`src/rtl/timer_pkg.sv`:
```
// +--------------------------------------------------------------------------+
// | timer_pkg: constants and FSM encoding shared with the advanced timer     |
// | Revision: 1.0                                                            |
// +--------------------------------------------------------------------------+
`default_nettype none

package timer_pkg;

  localparam logic [3:0] PATTERN_DEF = 4'b1101;
  localparam int         DELAY_W_DEF = 4;
  localparam int         UNIT_CYCLES = 1000;

  localparam logic [2:0] ST_IDLE      = 3'd0;
  localparam logic [2:0] ST_SEND_PAT  = 3'd1;
  localparam logic [2:0] ST_SEND_DLY  = 3'd2;
  localparam logic [2:0] ST_WAIT_CNT  = 3'd3;
  localparam logic [2:0] ST_WAIT_DONE = 3'd4;
  localparam logic [2:0] ST_ACK       = 3'd5;
  localparam logic [2:0] ST_GAP       = 3'd6;

  typedef enum logic [2:0] {
    IDLE      = ST_IDLE,
    SEND_PAT  = ST_SEND_PAT,
    SEND_DLY  = ST_SEND_DLY,
    WAIT_CNT  = ST_WAIT_CNT,
    WAIT_DONE = ST_WAIT_DONE,
    ACK       = ST_ACK,
    GAP       = ST_GAP
  } state_t;

  function automatic int max2(input int a, input int b);
    return (a > b) ? a : b;
  endfunction

endpackage

`default_nettype wire

```
`src/rtl/piso_shift8.sv`:
```
// +--------------------------------------------------------------------------+
// | piso_shift8: 8-bit parallel-load, MSB-first serial-out shift register    |
// | Revision: 1.0                                                            |
// +--------------------------------------------------------------------------+
`default_nettype none

module piso_shift8 (
  input  logic       clk,
  input  logic       reset,
  input  logic       load,
  input  logic       shift,
  input  logic [7:0] par_data,
  output logic       ser_bit
);

  logic [7:0] r_sr;

  // Zeros are shifted in so the line idles low once the word is out.
  always_ff @(posedge clk) begin
    if (reset) begin
      r_sr <= '0;
    end else if (load) begin
      r_sr <= par_data;
    end else if (shift) begin
      r_sr <= {r_sr[6:0], 1'b0};
    end
  end

  assign ser_bit = r_sr[7];

endmodule

`default_nettype wire

```
`src/rtl/timer_cmd_serializer.sv`:
```
// +--------------------------------------------------------------------------+
// | timer_cmd_serializer: serialises pattern+delay to the timer, tracks it   |
// | Revision: 1.0                                                            |
// +--------------------------------------------------------------------------+
`default_nettype none

module timer_cmd_serializer
  import timer_pkg::*;
#(
  parameter logic [3:0] PATTERN     = PATTERN_DEF,
  parameter int         DELAY_W     = DELAY_W_DEF,
  parameter int         CNT_TIMEOUT = 4,
  parameter int         GAP_CYCLES  = 4
) (
  input  logic               clk,
  input  logic               reset,
  input  logic               cmd_valid,
  output logic               cmd_ready,
  input  logic [DELAY_W-1:0] cmd_delay,
  output logic               data_out,
  input  logic               counting_in,
  input  logic               done_in,
  output logic               ack_out,
  output logic               busy,
  output logic               cmd_complete,
  output logic               cmd_error
);

  localparam int            CW       = $clog2(max2(CNT_TIMEOUT, GAP_CYCLES) + 1);
  localparam logic [CW-1:0] TO_LAST  = CW'(CNT_TIMEOUT - 1);
  localparam logic [CW-1:0] GAP_LAST = CW'(GAP_CYCLES - 1);

  state_t        r_state;
  logic [2:0]    r_bit_cnt;
  logic [CW-1:0] r_wait_cnt;
  logic          w_load;
  logic          w_shift;

  assign w_load    = (r_state == IDLE) && cmd_valid;
  assign w_shift   = (r_state == SEND_PAT) || (r_state == SEND_DLY);
  assign cmd_ready = (r_state == IDLE);
  assign busy      = (r_state != IDLE);

  piso_shift8 u_piso (
    .clk      (clk),
    .reset    (reset),
    .load     (w_load),
    .shift    (w_shift),
    .par_data ({PATTERN, cmd_delay}),
    .ser_bit  (data_out)
  );

  always_ff @(posedge clk) begin
    if (reset) begin
      r_state      <= IDLE;
      r_bit_cnt    <= '0;
      r_wait_cnt   <= '0;
      ack_out      <= 1'b0;
      cmd_complete <= 1'b0;
      cmd_error    <= 1'b0;
    end else begin
      ack_out      <= 1'b0;
      cmd_complete <= 1'b0;
      cmd_error    <= 1'b0;
      case (r_state)
        IDLE: begin
          r_bit_cnt  <= '0;
          r_wait_cnt <= '0;
          if (cmd_valid) r_state <= SEND_PAT;
        end
        SEND_PAT: begin
          r_bit_cnt <= r_bit_cnt + 3'd1;
          if (r_bit_cnt == 3'd3) r_state <= SEND_DLY;
        end
        SEND_DLY: begin
          r_bit_cnt <= r_bit_cnt + 3'd1;
          if (r_bit_cnt == 3'd7) r_state <= WAIT_CNT;
        end
        WAIT_CNT: begin
          // A late counting_in on the timeout edge still wins.
          if (counting_in) begin
            r_state    <= WAIT_DONE;
            r_wait_cnt <= '0;
          end else if (r_wait_cnt == TO_LAST) begin
            cmd_error  <= 1'b1;
            r_state    <= GAP;
            r_wait_cnt <= '0;
          end else begin
            r_wait_cnt <= r_wait_cnt + 1'b1;
          end
        end
        WAIT_DONE: begin
          if (done_in) begin
            r_state      <= ACK;
            ack_out      <= 1'b1;
            cmd_complete <= 1'b1;
          end
        end
        ACK: begin
          r_state    <= GAP;
          r_wait_cnt <= '0;
        end
        GAP: begin
          if (r_wait_cnt == GAP_LAST) r_state <= IDLE;
          else r_wait_cnt <= r_wait_cnt + 1'b1;
        end
        default: r_state <= IDLE;
      endcase
    end
  end

endmodule

`default_nettype wire
```
`config.mk`:
```
export PLATFORM = sky130hd
export DESIGN_NAME = timer_cmd_serializer
export DESIGN_NICKNAME = d
export VERILOG_FILES = /design/src/rtl/timer_pkg.sv /design/src/rtl/piso_shift8.sv /design/src/rtl/timer_cmd_serializer.sv
export SDC_FILE = /design/constraint.sdc
export NUM_CORES = 1
export LEC_CHECK = 0
export CORE_MARGIN = 10
export CORE_UTILIZATION = 50
export CTS_CLUSTER_DIAMETER = 60
export DETAILED_ROUTE_END_ITERATION = 10
export DONT_BUFFER_PORTS = 1
export HOLD_SLACK_MARGIN = 0.1
export PLACE_DENSITY = 0.7
export SYNTH_ARGS = -nofsm -noshare
export SYNTH_HDL_FRONTEND = slang
export SYNTH_HIERARCHICAL = 1
export SYNTH_SLANG_ARGS = --single-unit
```
`constraint.sdc`:
```
create_clock -name clk -period 1.6 [get_ports clk]
set_input_delay 0.08 -clock clk [delete_from_list [all_inputs] [get_ports clk]]
set_output_delay 0.08 -clock clk [all_outputs]
set_load 0.02 [all_outputs]
```
Yosys cells after proc, flatten, opt, wreduce, memory -nomap -nowiden --
Cells that the tools add are included.
Word-level totals: bits in registers 19, bits of input ports 9, output and inout port bits 6
Operators by class: $add $sub $neg 2, equality and inequality tests 16, mux-type cells 17, bitwise gates (word level) 2, reductions and logical operators 14
Operators by type and width (number):
- $mux 3 | 10
- $pmux 3 s7 | 1
- $mux 8 | 2
- $eq 3x2->1 const B | 4
- $eq 3x3->1 const B | 4
- $pmux 3 s3 | 1
- $ne 2x2->1 const B | 4
- $reduce_or 2->1 | 4
- $add 3x1->3 const B | 2
- $pmux 3 s2 | 1
- $reduce_and 6->1 | 1
- $reduce_bool 3->1 | 2
- $ne 2x1->1 const B | 2
- $reduce_bool 2->1 | 2
- $eq 3x1->1 const B | 1
- $logic_not 3->1 | 1
- $ne 3x3->1 const B | 1
- $reduce_or 3->1 | 1
- $mux 1 | 2
- $not 1->1 | 2
- $reduce_and 2->1 | 1
- $logic_and 1x1->1 | 1
- $logic_or 1x1->1 | 1

Longest topological paths before layout --
depth in word-level cells 4, gate-level depth with buffers 7, mapped depth without buffers 6

By module --
The synthesis kept the hierarchy.
By module, submodules not included:
- timer_cmd_serializer | instances 1, cells each 83, area an instance 723.2 um2, sequential area each 220.2 um2
- piso_shift8 | instances 1, cells each 35, area an instance 369.1 um2, sequential area each 160.2 um2

Worst setup path after synthesis --
No wires, ideal clock.
kind reg-to-reg, start register r_state[1], end register u_piso.r_sr[1], arrival 1628 ps, data required time 1514 ps, setup slack -114 ps, stages on the path, launching flop included 8, buffers on the path 2, cells stage by stage dfxtp_1 -> buf_6 -> or3_1 -> buf_4 -> inv_1 -> and2_1 -> inv_1 -> a211oi_1
On the way: cells in the longest elaborated chain, start to end 3
Ends and longest elaborated chain:
- start, declared | line timer_cmd_serializer.sv:33 | state_t r_state;
- start signal, assigned | line timer_cmd_serializer.sv:55 | r_state <= IDLE;
- start signal, assigned | line timer_cmd_serializer.sv:69 | if (cmd_valid) r_state <= SEND_PAT;
- start signal, assigned | line timer_cmd_serializer.sv:73 | if (r_bit_cnt == 3'd3) r_state <= SEND_DLY;
- $logic_not 3->1 (*)
- net cmd_ready | line timer_cmd_serializer.sv:18 | output logic cmd_ready,
- $logic_and 1x1->1 (*) | line timer_cmd_serializer.sv:39 | assign w_load = (r_state == IDLE) && cmd_valid;
- net w_load | line timer_cmd_serializer.sv:36 | logic w_load;
- $mux 8 or $reduce_bool 2->1 (tied branches)
- end signal, assigned | line piso_shift8.sv:23 | r_sr <= par_data;
- end signal, assigned | line piso_shift8.sv:25 | r_sr <= {r_sr[6:0], 1'b0};
- end, declared | line piso_shift8.sv:16 | logic [7:0] r_sr;
Mark *: on every way through the listed nets, which the timed path passes. The rest lies on a longest branch. A chain may end at the register's enable or synchronous reset.

Worst setup path in the final report --
start register r_state[2], end register u_piso.r_sr[2]
On the way: cells in the longest elaborated chain, start to end 3
Ends and longest elaborated chain (line):
- $logic_not 3->1 (*) | timer_cmd_serializer.sv:39
- $logic_and 1x1->1 (*) | timer_cmd_serializer.sv:39
- net w_load | timer_cmd_serializer.sv:36
- $mux 8 or $reduce_bool 2->1 (tied branches)
Marks and branches as above.

==> metrics.txt <==
post-route ant nets=0; die width=66.7 microns; Mean Syn Cell Area=9.26 sq um; Die Height=66.7 microns; crit start category=flop; initial core utilization=0.540; sequential area share after synthesis=0.348; Clock Skews=0.0118 ns; vias in the first global route=824; hold endpoint=r_state[0]; leakage=between 0.4 and 0.5 nW; crit path max fanout=10; Finished Layout Cells=161; fill count=~180; H-Tree Depth=1; worst r2r src=r_state[2]; Worst Path Arrival=~1.7 ns; CTS Buf Count=3; placed cells=147; post-synthesis instance total=118; layout cells sized above 1=0.194; global-route wire length before repair=between 3000 and 4000 microns; HP Class=in -> reg; die area=4450 sq um; post-synthesis register bit count=19; most frequent cells in the layout=dfxtp_1 (18), buf_4 (9); worst path required time=between 1.5 and 2 ns; unrepaired setup endpoints after global routing=true; crit path from=r_state[2]; Core Box Area=2020 sq um; commonest non-fill, non-tap cell in the layout=dfxtp_1; Longest Clk Path Bufs=2; Hold Path Origin=reset; reg-to-reg setup timing slack=0.07 ns; routability cong.=~0.8; Wirelength per Cell=14.0 microns; # port buffers=0; nets=150; drt drc=0; clock slew at reported path FFs=around 0.11 ns; post-synthesis async set-or-reset flop share=0; Worst-Margin Slew=0.715 ns; worst r2r path cells=5; crit end category=flop; pre-CTS setup slack=0.0214 ns; final worst slack=0.0688 ns; Worst Hold Margin=0.123 ns; 1st-pass router iterations=4; gr usage total=0.106; I/O pin total=15; clk sinks=19; clock latency at the later pin of the worst-skew pair=0.30 ns; row cnt=16; synth unique cells=36; DRT Wirelength=2260 microns; Slew Limit Fails=0; Vias/cell=5.27; CTS Root Cell=clkbuf_4; f_max=653 MHz; Final Hold Vio Count=0; hold path depth=2; worst reg2reg endpoint=u_piso/r_sr[2]; final setup fails=0; number of flops mapped to enable cells by yosys=0; largest net degree at the start of global routing=21; Area Growth Syn to Fin=16.6%; Synth Flop Type=dfxtp_1; cell area power density=about 1200 nW/um^2; Cell Area, Synth=approximately 1100 sq um; max-cap violations=0; Yosys Warn Count=6; worst vdd ir=just under 0.0007 V; Iter 0 DRT Violations=63; Final Critical Period=1.53 ns; CTS tree=done; Antenna Cells=0; final HPWL from detailed placement=1520 microns; initial antenna violation count=0; outcome=finished clean; Max-slew headroom=0.521; critical path class=reg -> reg; GR Overflow Total=0; via count=848; Final Cycle Share=0.957
[worst max path at each step]
| stage | endpoint | slack [ns] | depth (start not counted) |
|---|---|---|---|
| floorplan | u_piso/r_sr[1] | 0.05 | 7 |
| global route | u_piso/r_sr[5] | -0.03 | 5 |
| CTS | r_wait_cnt[2] | 0.004 | 6 |
| finish | u_piso/r_sr[2] | 0.07 | 5 |
| global placement | r_state[0] | 0.06 | 6 |
| detailed placement | r_state[0] | 0.02 | 6 |
[where the power goes]
part	internal (mW)	switching [mW]
clock	0.0932	0.147
sequential	0.549	0.0597
combinational	0.345	0.333
total	0.988	0.540
[stage by stage]
step	setup TNS [ns]	power, mW	utilization	instance area, sq um
floorplan	0	1.10	-	1100
global placement	0	1.17	0.559	1130
detailed placement	0	1.19	0.559	1130
CTS	0	1.45	0.612	1240
global route	-0.0761	1.63	0.630	1270
finish	0	1.53	0.630	1270
[routing by layer]
metal	up-vias	GRT usage	wire length [microns]
met2	19	0.173	1080
met5	-	0	0
met4	0	0.0288	9
met3	2	0.0502	163
met1	387	0.119	1000
li1	440	-	-
[critical path: stages, from the launching register on]
cell and delay, ns:
dfxtp_1 0.37, or3_1 0.42, inv_2 0.07, and2_4 0.19, inv_1 0.14, a211oi_1 0.26
[layout make-up]
| type | instances | area, sq um | share of cell area |
|---|---|---|---|
| well taps | 27 | 33.8 | 0.0265 |
| flip-flops and latches | 19 | 382 | 0.300 |
| clock inverters | 1 | 5.00 | 0.00393 |
| multi-input cells | 86 | 637 | 0.500 |
| repair buffers | 18 | 168 | 0.132 |
| clock buffers | 3 | 22.5 | 0.0177 |
| inverters | 7 | 26.3 | 0.0206 |
[synthesized netlist by cell type (2+ instances only)]
cell type / count / area [sq um]
dfxtp_1: 19 / 380
conb_1: 2 / 7.51
nand2b_1: 4 / 25.0
nand2_1: 5 / 18.8
nor3_1: 3 / 15.0
a21oi_1: 7 / 35.0
nor2_1: 8 / 30.0
mux2i_1: 8 / 80.1
nor2b_1: 8 / 50.1
inv_1: 7 / 26.3
nand3b_1: 2 / 15.0
o22a_1: 2 / 17.5
mux2_2: 2 / 22.5
o2bb2ai_1: 2 / 17.5
buf_4: 4 / 30.0
buf_6: 2 / 22.5
a211oi_1: 8 / 60.1
nand2b_2: 2 / 17.5
ha_1: 6 / 75.1
[registers in the layout, indices dropped and copies added, names as in the netlist]
register      count
u_piso/r_sr       8
cmd_complete      1
r_bit_cnt         3
r_wait_cnt        3
cmd_error         1
r_state           3
[kinds of logic after synthesis]
family / Yosys count / synth area share
AO/OA/AOI/OAI: 25 / 0.173
flip-flops: 19 / 0.348
multiplexers: 11 / 0.104
buffers and inverters: 15 / 0.0848
adder cells (fa/ha/maj): 6 / 0.0687
other: 2 / 0.00688
AND/OR/NAND/NOR: 40 / 0.214
[what timing repair did]
item                                   in CTS  in global routing
gates resized for setup                     0                  3
endpoints found under the hold margin      19                  0
hold buffers                                8                  0
setup endpoints to repair                   0                  9
setup buffers                               0                  2
(Power assumes the default switching activity.)
